$ cat config.mk
export PLATFORM = sky130hd
export DESIGN_NAME = instr_cache_flat
export DESIGN_NICKNAME = d
export VERILOG_FILES = /design/src/rtl/instr_cache_pkg.sv /design/src/rtl/instr_cache_if.sv /design/src/rtl/instr_cache_array.sv /design/src/rtl/instr_cache.sv /design/src/flat_wrapper.sv
export SDC_FILE = /design/constraint.sdc
export NUM_CORES = 1
export LEC_CHECK = 0
export CORE_ASPECT_RATIO = 1.2
export CORE_UTILIZATION = 49
export DETAILED_ROUTE_END_ITERATION = 8
export GPL_TIMING_DRIVEN = 0
export PLACE_DENSITY = 0.81
export SETUP_SLACK_MARGIN = 0.05
export SLEW_MARGIN = 10
export SYNTH_ARGS = -nofsm -noshare
export SYNTH_HDL_FRONTEND = slang
export SYNTH_SLANG_ARGS = --single-unit
$ cat constraint.sdc
create_clock -name clock -period 26.8 [get_ports clock]
set_clock_uncertainty 0.15 [all_clocks]
set_input_delay 8.04 -clock clock [delete_from_list [all_inputs] [get_ports clock]]
set_output_delay 8.04 -clock clock [all_outputs]
set_load 0.005 [all_outputs]
$ cat src/rtl/instr_cache_pkg.sv
// Shared types and geometry helpers for the direct-mapped instruction cache.
package instr_cache_pkg;

  typedef enum logic {
    IC_IDLE   = 1'b0,
    IC_REFILL = 1'b1
  } ic_state_e;

  localparam int unsigned IC_WORD_BITS     = 32;
  localparam int unsigned IC_BYTE_OFF_BITS = 2;

  function automatic int unsigned ic_word_sel_bits(int unsigned line_bits);
    return $clog2(line_bits / IC_WORD_BITS);
  endfunction

  function automatic int unsigned ic_offset_bits(int unsigned line_bits);
    return IC_BYTE_OFF_BITS + ic_word_sel_bits(line_bits);
  endfunction

  function automatic int unsigned ic_index_bits(int unsigned lines);
    return $clog2(lines);
  endfunction

  function automatic int unsigned ic_tag_bits(int unsigned addr_bits, int unsigned lines,
                                              int unsigned line_bits);
    return addr_bits - ic_index_bits(lines) - ic_offset_bits(line_bits);
  endfunction

endpackage

$ cat src/rtl/instr_cache_if.sv
// Fetch-side lookup and memory-side refill signals of the instruction cache.
interface instr_cache_if #(
  parameter int unsigned ADDR_BITS = 32,
  parameter int unsigned LINE_BITS = 128
);
  import instr_cache_pkg::*;

  logic [ADDR_BITS-1:0]    address;
  logic [IC_WORD_BITS-1:0] data;
  logic                    stall;
  logic                    mem_read;
  logic [ADDR_BITS-1:0]    mem_address;
  logic                    mem_ready;
  logic [LINE_BITS-1:0]    mem_data;

  modport slave (
    input  address, mem_ready, mem_data,
    output data, stall, mem_read, mem_address
  );

  modport master (
    output address, mem_ready, mem_data,
    input  data, stall, mem_read, mem_address
  );
endinterface

$ cat src/rtl/instr_cache_array.sv
// Valid/tag/line storage: one combinational read port, one synchronous write port.
module icache_array
  import instr_cache_pkg::*;
#(
  parameter int unsigned LINES     = 4,
  parameter int unsigned TAG_BITS  = 26,
  parameter int unsigned LINE_BITS = 128
) (
  input  logic                              clock,
  input  logic                              reset,
  input  logic [ic_index_bits(LINES)-1:0]   rd_index,
  output logic                              rd_valid,
  output logic [TAG_BITS-1:0]               rd_tag,
  output logic [LINE_BITS-1:0]              rd_line,
  input  logic                              wr_en,
  input  logic [ic_index_bits(LINES)-1:0]   wr_index,
  input  logic [TAG_BITS-1:0]               wr_tag,
  input  logic [LINE_BITS-1:0]              wr_line
);

  logic [LINES-1:0]     valid_q;
  logic [TAG_BITS-1:0]  tag_q  [LINES];
  logic [LINE_BITS-1:0] line_q [LINES];

  // Only the valid bits are reset; tag and data are don't-care until valid.
  always_ff @(posedge clock) begin
    if (reset) begin
      valid_q <= '0;
    end else if (wr_en) begin
      valid_q[wr_index] <= 1'b1;
    end
  end

  always_ff @(posedge clock) begin
    if (wr_en) begin
      tag_q[wr_index]  <= wr_tag;
      line_q[wr_index] <= wr_line;
    end
  end

  assign rd_valid = valid_q[rd_index];
  assign rd_tag   = tag_q[rd_index];
  assign rd_line  = line_q[rd_index];

endmodule

$ cat src/rtl/instr_cache.sv
// Direct-mapped read-only instruction cache: combinational hit path, stall and
// line refill over a request/ready handshake on a miss.
module instr_cache
  import instr_cache_pkg::*;
#(
  parameter int unsigned LINES     = 4,
  parameter int unsigned LINE_BITS = 128,
  parameter int unsigned ADDR_BITS = 32
) (
  input  logic          clock,
  input  logic          reset,
  instr_cache_if.slave  bus
);

  localparam int unsigned WORDS         = LINE_BITS / IC_WORD_BITS;
  localparam int unsigned WORD_SEL_BITS = ic_word_sel_bits(LINE_BITS);
  localparam int unsigned OFFSET_BITS   = ic_offset_bits(LINE_BITS);
  localparam int unsigned INDEX_BITS    = ic_index_bits(LINES);
  localparam int unsigned TAG_BITS      = ic_tag_bits(ADDR_BITS, LINES, LINE_BITS);

  ic_state_e state_q, state_d;
  logic [ADDR_BITS-1:0] line_addr_q, line_addr_d;
  logic                 mem_read_q, mem_read_d;

  logic [INDEX_BITS-1:0]    index_c;
  logic [TAG_BITS-1:0]      tag_c;
  logic [WORD_SEL_BITS-1:0] word_sel_c;
  logic                     rd_valid;
  logic [TAG_BITS-1:0]      rd_tag;
  logic [LINE_BITS-1:0]     rd_line;
  logic [WORDS-1:0][IC_WORD_BITS-1:0] rd_words;
  logic                     hit_c;
  logic                     wr_en_c;
  logic [IC_WORD_BITS-1:0]  data_c;
  logic                     stall_c;
  logic                     unused_byte_off;

  assign index_c         = bus.address[OFFSET_BITS +: INDEX_BITS];
  assign tag_c           = bus.address[ADDR_BITS-1 -: TAG_BITS];
  assign word_sel_c      = bus.address[IC_BYTE_OFF_BITS +: WORD_SEL_BITS];
  assign unused_byte_off = ^bus.address[IC_BYTE_OFF_BITS-1:0];

  icache_array #(
    .LINES     (LINES),
    .TAG_BITS  (TAG_BITS),
    .LINE_BITS (LINE_BITS)
  ) u_array (
    .clock    (clock),
    .reset    (reset),
    .rd_index (index_c),
    .rd_valid (rd_valid),
    .rd_tag   (rd_tag),
    .rd_line  (rd_line),
    .wr_en    (wr_en_c),
    .wr_index (line_addr_q[OFFSET_BITS +: INDEX_BITS]),
    .wr_tag   (line_addr_q[ADDR_BITS-1 -: TAG_BITS]),
    .wr_line  (bus.mem_data)
  );

  assign rd_words = rd_line;
  assign hit_c    = rd_valid && (rd_tag == tag_c);

  always_ff @(posedge clock) begin
    if (reset) begin
      state_q     <= IC_IDLE;
      line_addr_q <= '0;
      mem_read_q  <= 1'b0;
    end else begin
      state_q     <= state_d;
      line_addr_q <= line_addr_d;
      mem_read_q  <= mem_read_d;
    end
  end

  // The refill always completes against the latched line address, regardless of address.
  always_comb begin
    state_d     = state_q;
    line_addr_d = line_addr_q;
    mem_read_d  = 1'b0;
    wr_en_c     = 1'b0;
    data_c      = '0;
    stall_c     = 1'b0;
    case (state_q)
      IC_IDLE: begin
        if (hit_c) begin
          data_c = rd_words[word_sel_c];
        end else begin
          stall_c     = 1'b1;
          state_d     = IC_REFILL;
          mem_read_d  = 1'b1;
          line_addr_d = {tag_c, index_c, {OFFSET_BITS{1'b0}}};
        end
      end
      IC_REFILL: begin
        stall_c    = 1'b1;
        mem_read_d = 1'b1;
        if (bus.mem_ready) begin
          wr_en_c    = 1'b1;
          state_d    = IC_IDLE;
          mem_read_d = 1'b0;
        end
      end
      default: state_d = IC_IDLE;
    endcase
    if (reset) begin
      data_c  = '0;
      stall_c = 1'b0;
      wr_en_c = 1'b0;
    end
  end

  assign bus.data        = data_c;
  assign bus.stall       = stall_c;
  assign bus.mem_read    = mem_read_q;
  assign bus.mem_address = line_addr_q;

endmodule

$ cat src/flat_wrapper.sv
// flat-port wrapper written by rule: the top's interface ports become plain ports
module instr_cache_flat import instr_cache_pkg::*;
#(
  parameter int unsigned LINES     = 4,
  parameter int unsigned LINE_BITS = 128,
  parameter int unsigned ADDR_BITS = 32
)
  (clock, reset, bus_address, bus_mem_ready, bus_mem_data, bus_data, bus_stall, bus_mem_read, bus_mem_address);
  instr_cache_if #(.ADDR_BITS(ADDR_BITS), .LINE_BITS(LINE_BITS)) bus_i ();
  input  logic clock;
  input  logic reset;
  input wire logic [$bits(bus_i.address)-1:0] bus_address;
  input wire logic [$bits(bus_i.mem_ready)-1:0] bus_mem_ready;
  input wire logic [$bits(bus_i.mem_data)-1:0] bus_mem_data;
  output wire logic [$bits(bus_i.data)-1:0] bus_data;
  output wire logic [$bits(bus_i.stall)-1:0] bus_stall;
  output wire logic [$bits(bus_i.mem_read)-1:0] bus_mem_read;
  output wire logic [$bits(bus_i.mem_address)-1:0] bus_mem_address;
  assign bus_i.address = bus_address;
  assign bus_i.mem_ready = bus_mem_ready;
  assign bus_i.mem_data = bus_mem_data;
  assign bus_data = bus_i.data;
  assign bus_stall = bus_i.stall;
  assign bus_mem_read = bus_i.mem_read;
  assign bus_mem_address = bus_i.mem_address;
  instr_cache #(.LINES(LINES), .LINE_BITS(LINE_BITS), .ADDR_BITS(ADDR_BITS)) u_core (.clock(clock), .reset(reset), .bus(bus_i));
endmodule
==> results by group, run 1 <==
Status
  – Status: finished clean

Power
  – Net Sw Power: 0.439 mW
  – Clock Power Share: 0.411
  – Int Power: 1.71 mW
  – Leak: just over 10 nW
  – Combinational share of power: 0.060
  – Peak supply drop: 52.7 uV
  – Switching fraction of total power: 0.205
  – PwrDens: 69.7 nW/um^2
  – Sequential power share: 0.528

Critical path
  – WP data required: 18610 ps
  – Reg2reg setup slack: around 24000 ps
  – CP Capture Type: output pin
  – Worst R2R Path Depth: 9
  – CP Cell Sequence: buf_6 > buf_6 > buf_2 > buf_1 > clkbuf_1 > mux4_2 > mux4_2 > nor2b_1 > clkdlybuf4s50_1
  – Worst setup SP type: input pin
  – Max incr delay on CP: 760 ps
  – Crit Path Max Fanout: 10
  – Stages on worst setup path: 9
  – Arrival @ worst endpoint: 11790 ps
  – Worst path top cell family by delay: buffers and inverters
  – CP Buf/Inv Count: 6
  – Crit-path slowest cell: clkbuf_1
  – Critical path class: input pin to output pin

Synth
  – Cell area after synthesis: 25000 um^2
  – Predominant post-synthesis flop cell: edfxtp_1
  – Post-synthesis register bit count: 649
  – Fraction of registers with async set/reset: 0
  – Post-Synthesis Cells: 1118
  – Netlist cell types: 51
  – Synthesis Warnings: 0
  – Post-synth EDFFs: 616
  – Syn_area_per_cell: 22.4 um^2
  – Register area share after synthesis: 0.766

Clock tree
  – Post_cts resized: 0
  – Clk slew on worst S/H paths: 70 ps
  – Clock Sinks: ~650
  – CTS Root Cell: clkbuf_16
  – CTS Buf Count: between 60 and 70
  – Max Root-Sink Buffers: 3
  – # Post-CTS Setup Buffers: 0
  – CTS Hold Bufs: 0
  – CTS tree: yes
  – Clk Latency, worst-skew pair: about 620 ps
  – Htree depth: 2

Worst hold path
  – Hold crit path type: flip-flop to flip-flop
  – Cell count of the worst hold path: 1

Floorplan
  – Initial Util: 0.497
  – # IOs: 229
  – Core Rows: 90
  – Core area: between 50000 and 60000 um^2
  – Die Footprint: 51900 um^2
  – Chip width: ~210 um
  – Die H: roughly 250 um

Global routing
  – Largest net degree at the start of global routing: about 50
  – GRT Total Usage: 0.221
  – First-pass GRT wire length: between 80000 and 90000 um
  – Gr ovfl total: 0
  – Vias in the first global route: 13400
  – Antenna violations before repair: 8

STA
  – Pins Over Slew Limit: 0
  – Final min period: between 15000 and 20000 ps
  – Final setup TNS: 0 ps
  – Final hold violation count: 0
  – Actual slew at the worst max-slew pin: about 1100 ps
  – RSZ-0062 raised after global routing: no
  – Period Utilization, post-route: 0.745
  – Slew Limit Headroom: 0.267
  – Maximum clock frequency: ~50 MHz
  – Final Worst Setup Slack: just under 7000 ps
  – Endpoints failing setup: 0

Cells and area
  – Commonest non-fill, non-tap cells in the layout: edfxtp_1, clkdlybuf4s50_1, mux4_2
  – Synth-to-layout area growth: 23.0%
  – Fin nets: about 1600
  – Area of the multi-input gates: 5530 um^2
  – Layout Cells excl Fill: between 2000 and 2500
  – Layout cells sized above 1: 0.245
  – Leading cell type in the layout, fill and taps excluded: edfxtp_1
  – FF+latch area: approximately 19000 um^2
  – Fillers: approximately 3400

Placed design
  – Dpl hpwl: 38000 um
  – Dpl ws: approximately 6700 ps
  – RePlAce Congestion: 0.817
  – Placed insts: 2049
  – Port Buf Inserts: around 220

Detailed routing
  – DR pass1 iterations: 5
  – Remaining routing DRC violations: 0
  – Post-route ant nets: 0
  – Overall routed net length: 56400 um
  – Via-per-instance ratio: about 5.8
  – Drt wl/cell: ~26 um
  – DR vias: ~13000
  – Initial DRC count: between 1000 and 1500

Job
  – Max cap viols: 0
## logic make-up after synthesis
group,synth area share
buffers and inverters,0.0143
XOR/XNOR,0.00701
AND/OR/NAND/NOR,0.0243
multiplexers,0.179
flip-flops,0.766
AO/OA/AOI/OAI,0.00871
other,0.000150
## per-layer routing
layer,part of all wire,vias to the layer above,GRT usage
met2,0.52,535,0.389
met4,0.017,12,0.0463
met5,0.0015,-,0
li1,-,5362,-
met1,0.39,6626,0.281
met3,0.071,91,0.0483
## synth_stat cells (2+ instances only)
cell type  instances  area share
o2111ai_1          2     0.00070
buf_6              8      0.0036
nor3_1             2     0.00040
mux2_2             2     0.00090
xor2_1             9      0.0032
nor2b_1           30      0.0075
clkbuf_1          18      0.0027
buf_1             11      0.0017
nand4_1            2     0.00050
xnor2_1           11      0.0039
o21a_1             2     0.00060
dfxtp_1           33       0.026
a21oi_1            2     0.00040
mux4_2           170        0.15
o21ai_0            4     0.00080
nor2_1            11      0.0017
mux4_1             2      0.0021
nand2_1           63      0.0095
nor4_1             3     0.00075
and2b_1            2     0.00060
o22ai_1            5      0.0013
buf_2             16      0.0032
inv_1              3     0.00045
mux2i_1           58       0.023
a211oi_1           2     0.00060
buf_4              7      0.0021
edfxtp_1         616        0.74
## flip-flops by register name, summed over array words and instances, names as in the netlist
register and count:
u_core.u_array.tag_q 104, u_core.state_q 1, u_core.u_array.valid_q 4, u_core.u_array.line_q 512
u_core.bus.mem_address 28
## worst reg2reg max path, stage by stage (launching register included)
cell,delay (ps)
dfxtp_1,440
nand2_1,160
nor4_2,570
buf_4,280
buf_4,190
buf_2,250
buf_4,220
buf_4,200
buf_4,200
buf_4,190
## worst paths after layout
check | from | to
setup / recovery | bus_address[5] | bus_data[23]
hold / removal | u_core.u_array.valid_q[2] | u_core.u_array.valid_q[2]
setup reg to reg | u_core.state_q | u_core.u_array.line_q[0][52]
hold reg to reg | u_core.u_array.valid_q[2] | u_core.u_array.valid_q[2]
## per-stage QoR
stage / power, mW / cell area, um^2 / util / hold slack [ps]
after floorplan: 1.22 / 25000 / - / 285
after global placement: 1.29 / 28000 / 0.556 / 291
after detailed placement: 1.28 / 28700 / 0.570 / 299
after CTS: 2.16 / 30800 / 0.611 / 315
after global routing: 2.20 / 30800 / 0.611 / 344
final: 2.14 / 30800 / 0.611 / 315
## power groups by stage
| stage | clock network [mW] | logic (mW) | registers [mW] |
|---|---|---|---|
| after floorplan | 0 | 0.0649 | 1.16 |
| after global placement | 0 | 0.122 | 1.16 |
| after detailed placement | 0 | 0.129 | 1.15 |
| after CTS | 0.898 | 0.131 | 1.13 |
| after global routing | 0.931 | 0.138 | 1.13 |
| final | 0.882 | 0.130 | 1.13 |
## layout make-up
cell class              count  area share
clock buffers              79      0.0556
well taps                 644      0.0262
repair buffers            284      0.0918
multi-input cells         408       0.180
inverters                   3    0.000366
clock inverters            36      0.0120
diodes                      2    0.000163
plain buffers              61      0.0113
flip-flops and latches    649       0.623
Note: power is estimated with default switching activity, not from simulation.
==> run 2, diff against run 1 <==
clock period = 20 ns   (was 26.8 ns; I/O delays follow)
==> run 2 against run 1 <==
Die area unchanged. Combinational power increased by 34%. Total power increased by 34%. Sequential power increased by 35%. Via count decreased by 1.4%. First-iteration DRC count decreased by 23%. Worst hold slack improved by 8.7 ps. Design area about the same. Largest cell class unchanged. Count of clock-buffer cells in the layout decreased by 8. Utilization about the same. Clock power increased by 34%.
==> results by group, run 2 (synthesis gave the netlist of run 1 again) <==
STA
  – Final min period: 15860 ps
  – Final setup TNS: 0 ps
  – Endpoints failing setup: 0
  – Period Utilization, post-route: 0.793
  – Maximum clock frequency: 63.1 MHz
  – Final hold violation count: 0
  – Pins Over Slew Limit: 0
  – Final Worst Setup Slack: roughly 4100 ps
  – Actual slew at the worst max-slew pin: 1110 ps
  – Slew Limit Headroom: 0.258
  – RSZ-0062 raised after global routing: no

Power
  – PwrDens: a little over 90 nW/um^2
  – Leak: 10.0 nW
  – Peak supply drop: 70.1 uV

Critical path
  – CP Buf/Inv Count: 6
  – Crit-path slowest cell: buf_1
  – CP Cell Sequence: buf_6 > buf_6 > buf_2 > buf_1 > clkbuf_1 > mux4_2 > mux4_2 > nor2b_1 > clkdlybuf4s50_1
  – Worst path top cell family by delay: buffers and inverters
  – Arrival @ worst endpoint: between 9000 and 10000 ps
  – Crit Path Max Fanout: 10
  – WP data required: 13850 ps
  – Reg2reg setup slack: 17170 ps
  – Worst setup SP type: input pin
  – Critical path class: input pin to output pin
  – Max incr delay on CP: approximately 710 ps
  – CP Capture Type: output pin

Clock tree
  – CTS Hold Bufs: 0
  – Max Root-Sink Buffers: 3
  – # Post-CTS Setup Buffers: 0
  – Clk slew on worst S/H paths: 70 ps
  – Post_cts resized: 0
  – Clk Latency, worst-skew pair: 610 ps
  – CTS Root Cell: clkbuf_16
  – CTS Buf Count: ~60
  – Clock Sinks: 649
  – CTS tree: yes
  – Htree depth: 2

Floorplan
  – Core area: about 50000 um^2
  – Core Rows: 90
  – Die Footprint: 51900 um^2
  – # IOs: 229
  – Die H: 249 um
  – Initial Util: 0.497
  – Chip width: between 200 and 250 um

Placed design
  – Port Buf Inserts: 218
  – Dpl hpwl: 37100 um
  – Placed insts: between 2000 and 2500
  – Dpl ws: between 4000 and 5000 ps
  – RePlAce Congestion: 0.786

Cells and area
  – Fin nets: 1607
  – Area of the multi-input gates: 5540 um^2
  – Commonest non-fill, non-tap cells in the layout: edfxtp_1, clkdlybuf4s50_1, mux4_2
  – Synth-to-layout area growth: 23.0%
  – FF+latch area: 19200 um^2
  – Layout Cells excl Fill: between 2000 and 2500
  – Leading cell type in the layout, fill and taps excluded: edfxtp_1
  – Layout cells sized above 1: 0.235
  – Top reg by flops: u_core.u_array.line_q
  – Fillers: about 3400
  – Max reg flops: 512

Detailed routing
  – Overall routed net length: between 50000 and 60000 um
  – DR pass1 iterations: 5
  – Post-route ant nets: 0
  – Initial DRC count: 998
  – Drt wl/cell: 26.3 um
  – Remaining routing DRC violations: 0
  – Via-per-instance ratio: 5.82
  – DR vias: 12500

Global routing
  – Largest net degree at the start of global routing: 52
  – Gr ovfl total: 0
  – First-pass GRT wire length: 84100 um
  – Vias in the first global route: 13300
  – Antenna violations before repair: 17
  – GRT Total Usage: 0.220

Status
  – Status: finished clean

Worst hold path
  – Hold crit path type: flip-flop to flip-flop

Job
  – Max cap viols: 0
==> run 2: area by class of cell <==
cell class                 instances  area share
sequential                       649       0.623
multi-input combinational        408       0.180
timing repair buffer             262      0.0922
clock buffer                      71      0.0514
tap                              644      0.0262
clock inverter                    39      0.0152
buffer                            61      0.0113
inverter                           3    0.000366
antenna                            4    0.000325
==> run 2: power breakdown <==
part	internal (mW)	switching, mW	leakage (nW)	total [mW]
sequential	1.51	0.0108	5.82	1.52
clock	0.683	0.497	1.01	1.18
combinational	0.0938	0.0798	3.18	0.174
total	2.29	0.588	10.0	2.87
==> run 2: worst paths after layout <==
check	endpoint	depth (start not counted)	startpoint
max	bus_data[30]	9	bus_address[5]
max reg2reg	u_core.u_array.line_q[2][12]	7	u_core.state_q
min	u_core.u_array.valid_q[2]	1	u_core.u_array.valid_q[2]
min reg2reg	u_core.u_array.valid_q[2]	1	u_core.u_array.valid_q[2]
==> run 2: through the flow <==
step / instance area [um^2] / power (mW) / hold slack (ps) / util
after floorplan: 25000 / 1.64 / 285 / -
after global placement: 28000 / 1.72 / 291 / 0.557
after detailed placement: 28700 / 1.72 / 307 / 0.570
after CTS: 30800 / 2.90 / 323 / 0.611
after global routing: 30800 / 2.96 / 346 / 0.611
final: 30800 / 2.87 / 324 / 0.611
==> run 2: routing by layer <==
layer / global-route usage / wire length, um / part of all wire / vias to the layer above
met5: 0 / 146 / 0.0026 / -
met4: 0.0576 / 1140 / 0.020 / 22
met3: 0.0515 / 4000 / 0.071 / 116
met2: 0.383 / 29400 / 0.52 / 529
met1: 0.279 / 21600 / 0.38 / 6466
li1: - / - / - / 5318
